<file path="config.mk">
export PLATFORM = sky130hd
export DESIGN_NAME = pipe_adder_seg
export DESIGN_NICKNAME = d
export VERILOG_FILES = /design/src/rtl/pipe_adder_seg.sv
export SDC_FILE = /design/constraint.sdc
export NUM_CORES = 1
export LEC_CHECK = 0
export ABC_AREA = 1
export ABC_CLOCK_PERIOD_IN_PS = 4470
export BUFFER_PORTS_ARGS = -buffer_cell sky130_fd_sc_hd__buf_2
export CORE_MARGIN = 2
export CORE_UTILIZATION = 59
export CTS_BUF_LIST = sky130_fd_sc_hd__clkbuf_8
export DETAILED_ROUTE_END_ITERATION = 12
export PLACE_DENSITY = 0.93
export REMOVE_ABC_BUFFERS = 1
export SLEW_MARGIN = 25
export SYNTH_ARGS = -nofsm -noshare
export SYNTH_HDL_FRONTEND = slang
export SYNTH_SLANG_ARGS = --single-unit
</file>
<file path="constraint.sdc">
create_clock -name clk -period 4.47 [get_ports clk]
set_input_delay 0.894 -clock clk [delete_from_list [all_inputs] [get_ports clk]]
set_output_delay 0.894 -clock clk [all_outputs]
set_load 0.01 [all_outputs]
</file>
<file path="src/rtl/pipe_adder_seg.sv">
// Segmented carry-pipelined adder/subtractor with valid/ready flow control.
// Segment k of the sum is resolved in stage k from the carry registered by stage k-1.
module pipe_adder_seg #(
    parameter int WIDTH  = 8,
    parameter int STAGES = 2,
    parameter bit SAT_EN = 1'b0
) (
    input  logic             clk,
    input  logic             rst_n,
    input  logic             in_valid,
    output logic             in_ready,
    input  logic [WIDTH-1:0] a,
    input  logic [WIDTH-1:0] b,
    input  logic             cin,
    input  logic             sub,
    output logic             out_valid,
    input  logic             out_ready,
    output logic [WIDTH-1:0] sum,
    output logic             cout,
    output logic             ovf
);

    if (WIDTH < 2 || STAGES < 1 || (WIDTH % STAGES) != 0) begin : g_bad_cfg
        $error("pipe_adder_seg: WIDTH must be >= 2 and a multiple of STAGES");
    end

    localparam int SEG  = WIDTH / STAGES;
    localparam int LAST = STAGES - 1;
    localparam logic [WIDTH-1:0] SEG_MASK = WIDTH'({SEG{1'b1}});

    logic stall;
    logic adv;

    // Inputs seen by segment k, and what segment k produces.
    logic [WIDTH-1:0] seg_a [STAGES];
    logic [WIDTH-1:0] seg_b [STAGES];
    logic [WIDTH-1:0] seg_s [STAGES];
    logic             seg_c [STAGES];
    logic             seg_v [STAGES];
    logic [WIDTH-1:0] res_s [STAGES];
    logic             res_c [STAGES];

    assign stall    = out_valid & ~out_ready;
    assign adv      = ~stall;
    assign in_ready = rst_n & ~stall;

    // Subtraction folds into the add as A + ~B + 1; cin is ignored then.
    assign seg_a[0] = a;
    assign seg_b[0] = sub ? ~b : b;
    assign seg_s[0] = '0;
    assign seg_c[0] = sub | cin;
    assign seg_v[0] = in_valid;

    for (genvar k = 0; k < STAGES; k++) begin : g_seg
        logic [SEG:0] t;

        assign t = {1'b0, seg_a[k][k*SEG +: SEG]}
                 + {1'b0, seg_b[k][k*SEG +: SEG]}
                 + (SEG+1)'(seg_c[k]);

        assign res_s[k] = (seg_s[k] & ~(SEG_MASK << (k*SEG)))
                        | (WIDTH'(t[SEG-1:0]) << (k*SEG));
        assign res_c[k] = t[SEG];

        if (k < LAST) begin : g_reg
            logic             r_v;
            logic             r_c;
            logic [WIDTH-1:0] r_a;
            logic [WIDTH-1:0] r_b;
            logic [WIDTH-1:0] r_s;

            always_ff @(posedge clk or negedge rst_n) begin
                if (!rst_n) begin
                    r_v <= 1'b0;
                    r_c <= 1'b0;
                    r_a <= '0;
                    r_b <= '0;
                    r_s <= '0;
                end else if (adv) begin
                    r_v <= seg_v[k];
                    if (seg_v[k]) begin
                        r_c <= res_c[k];
                        r_a <= seg_a[k];
                        r_b <= seg_b[k];
                        r_s <= res_s[k];
                    end
                end
            end

            assign seg_a[k+1] = r_a;
            assign seg_b[k+1] = r_b;
            assign seg_s[k+1] = r_s;
            assign seg_c[k+1] = r_c;
            assign seg_v[k+1] = r_v;
        end
    end

    logic [WIDTH-1:0] raw;
    logic [WIDTH-1:0] sat_sum;
    logic             a_msb;
    logic             raw_ovf;

    assign raw     = res_s[LAST];
    assign a_msb   = seg_a[LAST][WIDTH-1];
    assign raw_ovf = (a_msb == seg_b[LAST][WIDTH-1]) && (raw[WIDTH-1] != a_msb);

    // Overflow direction follows the operand sign: positive clamps to 0111..1.
    assign sat_sum = (SAT_EN && raw_ovf) ? {a_msb, {(WIDTH-1){~a_msb}}} : raw;

    always_ff @(posedge clk or negedge rst_n) begin
        if (!rst_n) begin
            out_valid <= 1'b0;
            sum       <= '0;
            cout      <= 1'b0;
            ovf       <= 1'b0;
        end else if (adv) begin
            out_valid <= seg_v[LAST];
            if (seg_v[LAST]) begin
                sum  <= sat_sum;
                cout <= res_c[LAST];
                ovf  <= raw_ovf;
            end
        end
    end

endmodule

</file>
==> run summary <==
capture point of the worst reg-to-reg path: sum[5]
maxcap violations: 0
starting density of the core: 61.85%
Num CTS Buffers: 3
DRC: 0
Resize count post-CTS: 0
die extent in y: 51.93 um
WHS Endpoint: ovf
Avg Inst Size Synth: 8.857 um^2
first-pass GRT wire length: 4809 um
FF+latch count, synth: 25
Hold WS: 0.4804 ns
area delta synth->final: 15.97%
grt total ovfl: 0
Cells after Synth: 153
Die Wd: 51.93 um
Pwr Density: 456.8 nW/um^2
DR iter-0 viols: 31
port bufs: 33
Synth cell types: 21
worst setup path class: primary input to primary output
Skew-Pair Late Insertion Delay: 0.27 ns
crit-path max FO: 26
Post-Syn Area: 1355 um^2
Max Slew Vio Count: 0
crit share post-route: 57.61%
clock sinks: 25
Worst Setup Start Kind: primary input
RSZ-0062 raised after global routing: false
antenna violations before repair: 0
layout cells sized above 1: 23.53%
Routed WL per cell: 12.87 um
minimum clock period: 2.575 ns
GP Congestion: 0.8975
synth warn: 0
Post-CTS Setup Inserts: 0
Worst R2R Start: g_seg[0].g_reg.r_c
Final Hold Fails: 0
CTS tree: yes
WHS Path Cells: 2
r2r setup slk: 2.83 ns
Setup TNS: 0 ns
Clock Skew: 0.004612 ns
static leakage: 0.8665 nW
Worst Reg-to-Reg Cells: 4
# setup viols final: 0
clock slew at reported path FFs: 0.08 ns
largest net degree at the start of global routing: 27
CORE AREA: 2191 um^2
Vias: 1119
post-DP HPWL: 2102 um
clk buf depth: 2
# nets final: 220
hold crit path type: flop to flop
CP arrival: 1.68 ns
Hold Crit Start: ovf
vias in the first global route: 1157
H-tree depth: 1
Pwr Total: 717.9 uW
die area: 2696 um^2
fill count: 178
num ports: 34
slew margin rel.: 62.47%
Rows: 17
CP endpoint kind: primary output
status: complete, no violations
Root Driver: clkbuf_8
sequential-to-total area share from yosys stat: 46.17%
Worst VDD drop: 0.2853 mV
Pre-antenna DRT Iters: 4
number of diodes: 0
Tightest Pin Transition: 0.5630 ns
Peak Freq: 388.3 MHz
Worst EP required: 3.58 ns
Final ANT Viol Nets: 0
hold buffers post-CTS: 0
vias per inst: 5.205
final wirelength: 2766 um
GRT Util Overall: 24.49%
critical path, cell delays in order:
cell and delay [ns]:
buf_2 0.45, inv_1 0.08, nor2_1 0.11, buf_2 0.13
synthesized netlist by cell type, drive strengths merged:
| library cell | count | area share (%) |
|---|---|---|
| a21oi | 4 | 1.5 |
| clkinv | 1 | 0.28 |
| buf | 3 | 2.2 |
| dfrtp | 25 | 46 |
| xor2 | 5 | 3.2 |
| fa | 4 | 5.9 |
| nor3 | 1 | 0.37 |
| nand3 | 8 | 3.3 |
| nand2 | 58 | 18 |
| nor2 | 7 | 1.9 |
| o21ai | 11 | 4.1 |
| inv | 14 | 4.1 |
| or2 | 1 | 0.46 |
| xnor2 | 5 | 3.2 |
| ha | 6 | 5.5 |
worst max-delay path by stage:
stage,startpoint,to,cells past startpoint
after floorplan,sub,g_seg[0].g_reg.r_c,7
after global placement,sub,g_seg[0].g_reg.r_c,8
after detailed placement,sub,g_seg[0].g_reg.r_c,8
after CTS,rst_n,in_ready,4
after global routing,rst_n,in_ready,4
final,rst_n,in_ready,4
placed cells by master, fill, tap and decap left out:
master and instances:
o21ai_0 9, nand3_1 7, fa_1 4, clkinv_1 1, nand3_2 1, nor2_1 7, o21ai_1 2, xnor2_1 5
nor3_1 1, inv_2 1, clkinv_2 1, clkbuf_8 3, nand2_4 3, or2_2 1, xor2_1 5, ha_1 6
inv_1 12, a21oi_1 4, nand2_1 55, inv_4 1, buf_2 33, dfrtp_1 25
logic make-up after synthesis:
| family | synth area share, % |
|---|---|
| AOI/OAI and AO/OA | 5.540 |
| xor gates and xnor gates | 6.463 |
| adders and majority gates | 11.45 |
| buffers and inverters | 6.555 |
| DFF | 46.17 |
| and+or+nand+nor | 23.82 |
metal layers:
layer,part of all wire (%),up-vias,global-route usage (%)
li1,-,544,-
met1,39,518,26.30
met2,53,45,44.73
met3,4.7,12,3.736
met4,3.2,0,14.47
met5,0,-,0
layout make-up:
class                           instances  area (um^2)  share of cell area (%)
Timing Repair Buffer                   33        165.2                   10.51
Clock buffer                            3        41.29                   2.627
Tap cell                               28        35.03                   2.229
Inverter                               15        58.81                   3.742
Clock inverter                          1        5.005                  0.3185
Sequential cell                        25        625.6                   39.81
Multi-Input combinational cell        110        640.6                   40.76
registers in the layout, indices dropped and copies added, names as in the netlist:
signal	count
sum	8
g_seg.g_reg.r_a	4
g_seg.g_reg.r_b	4
g_seg.g_reg.r_s	4
cout	1
g_seg.g_reg.r_c	1
g_seg.g_reg.r_v	1
out_valid	1
ovf	1
metrics by stage:
stage | util (%) | setup WS (ns) | instance area, um^2 | std cells
finish | 71.73 | 1.895 | 1572 | 215
global route | 71.73 | 1.749 | 1572 | 215
CTS | 71.73 | 1.860 | 1572 | 215
detailed placement | 69.62 | 1.788 | 1525 | 211
global placement | 69.62 | 1.843 | 1525 | 211
floorplan | - | 2.083 | 1325 | 150
where the power goes:
part,leakage (nW),switching [mW],internal [mW],total (mW)
Combinational,0.535,0.151,0.105,0.255
Clock,0.0255,0.0719,0.0623,0.134
Sequential,0.306,0.0383,0.290,0.328
Total,0.867,0.261,0.457,0.718
No activity file was read; power rests on OpenSTA's default activity.
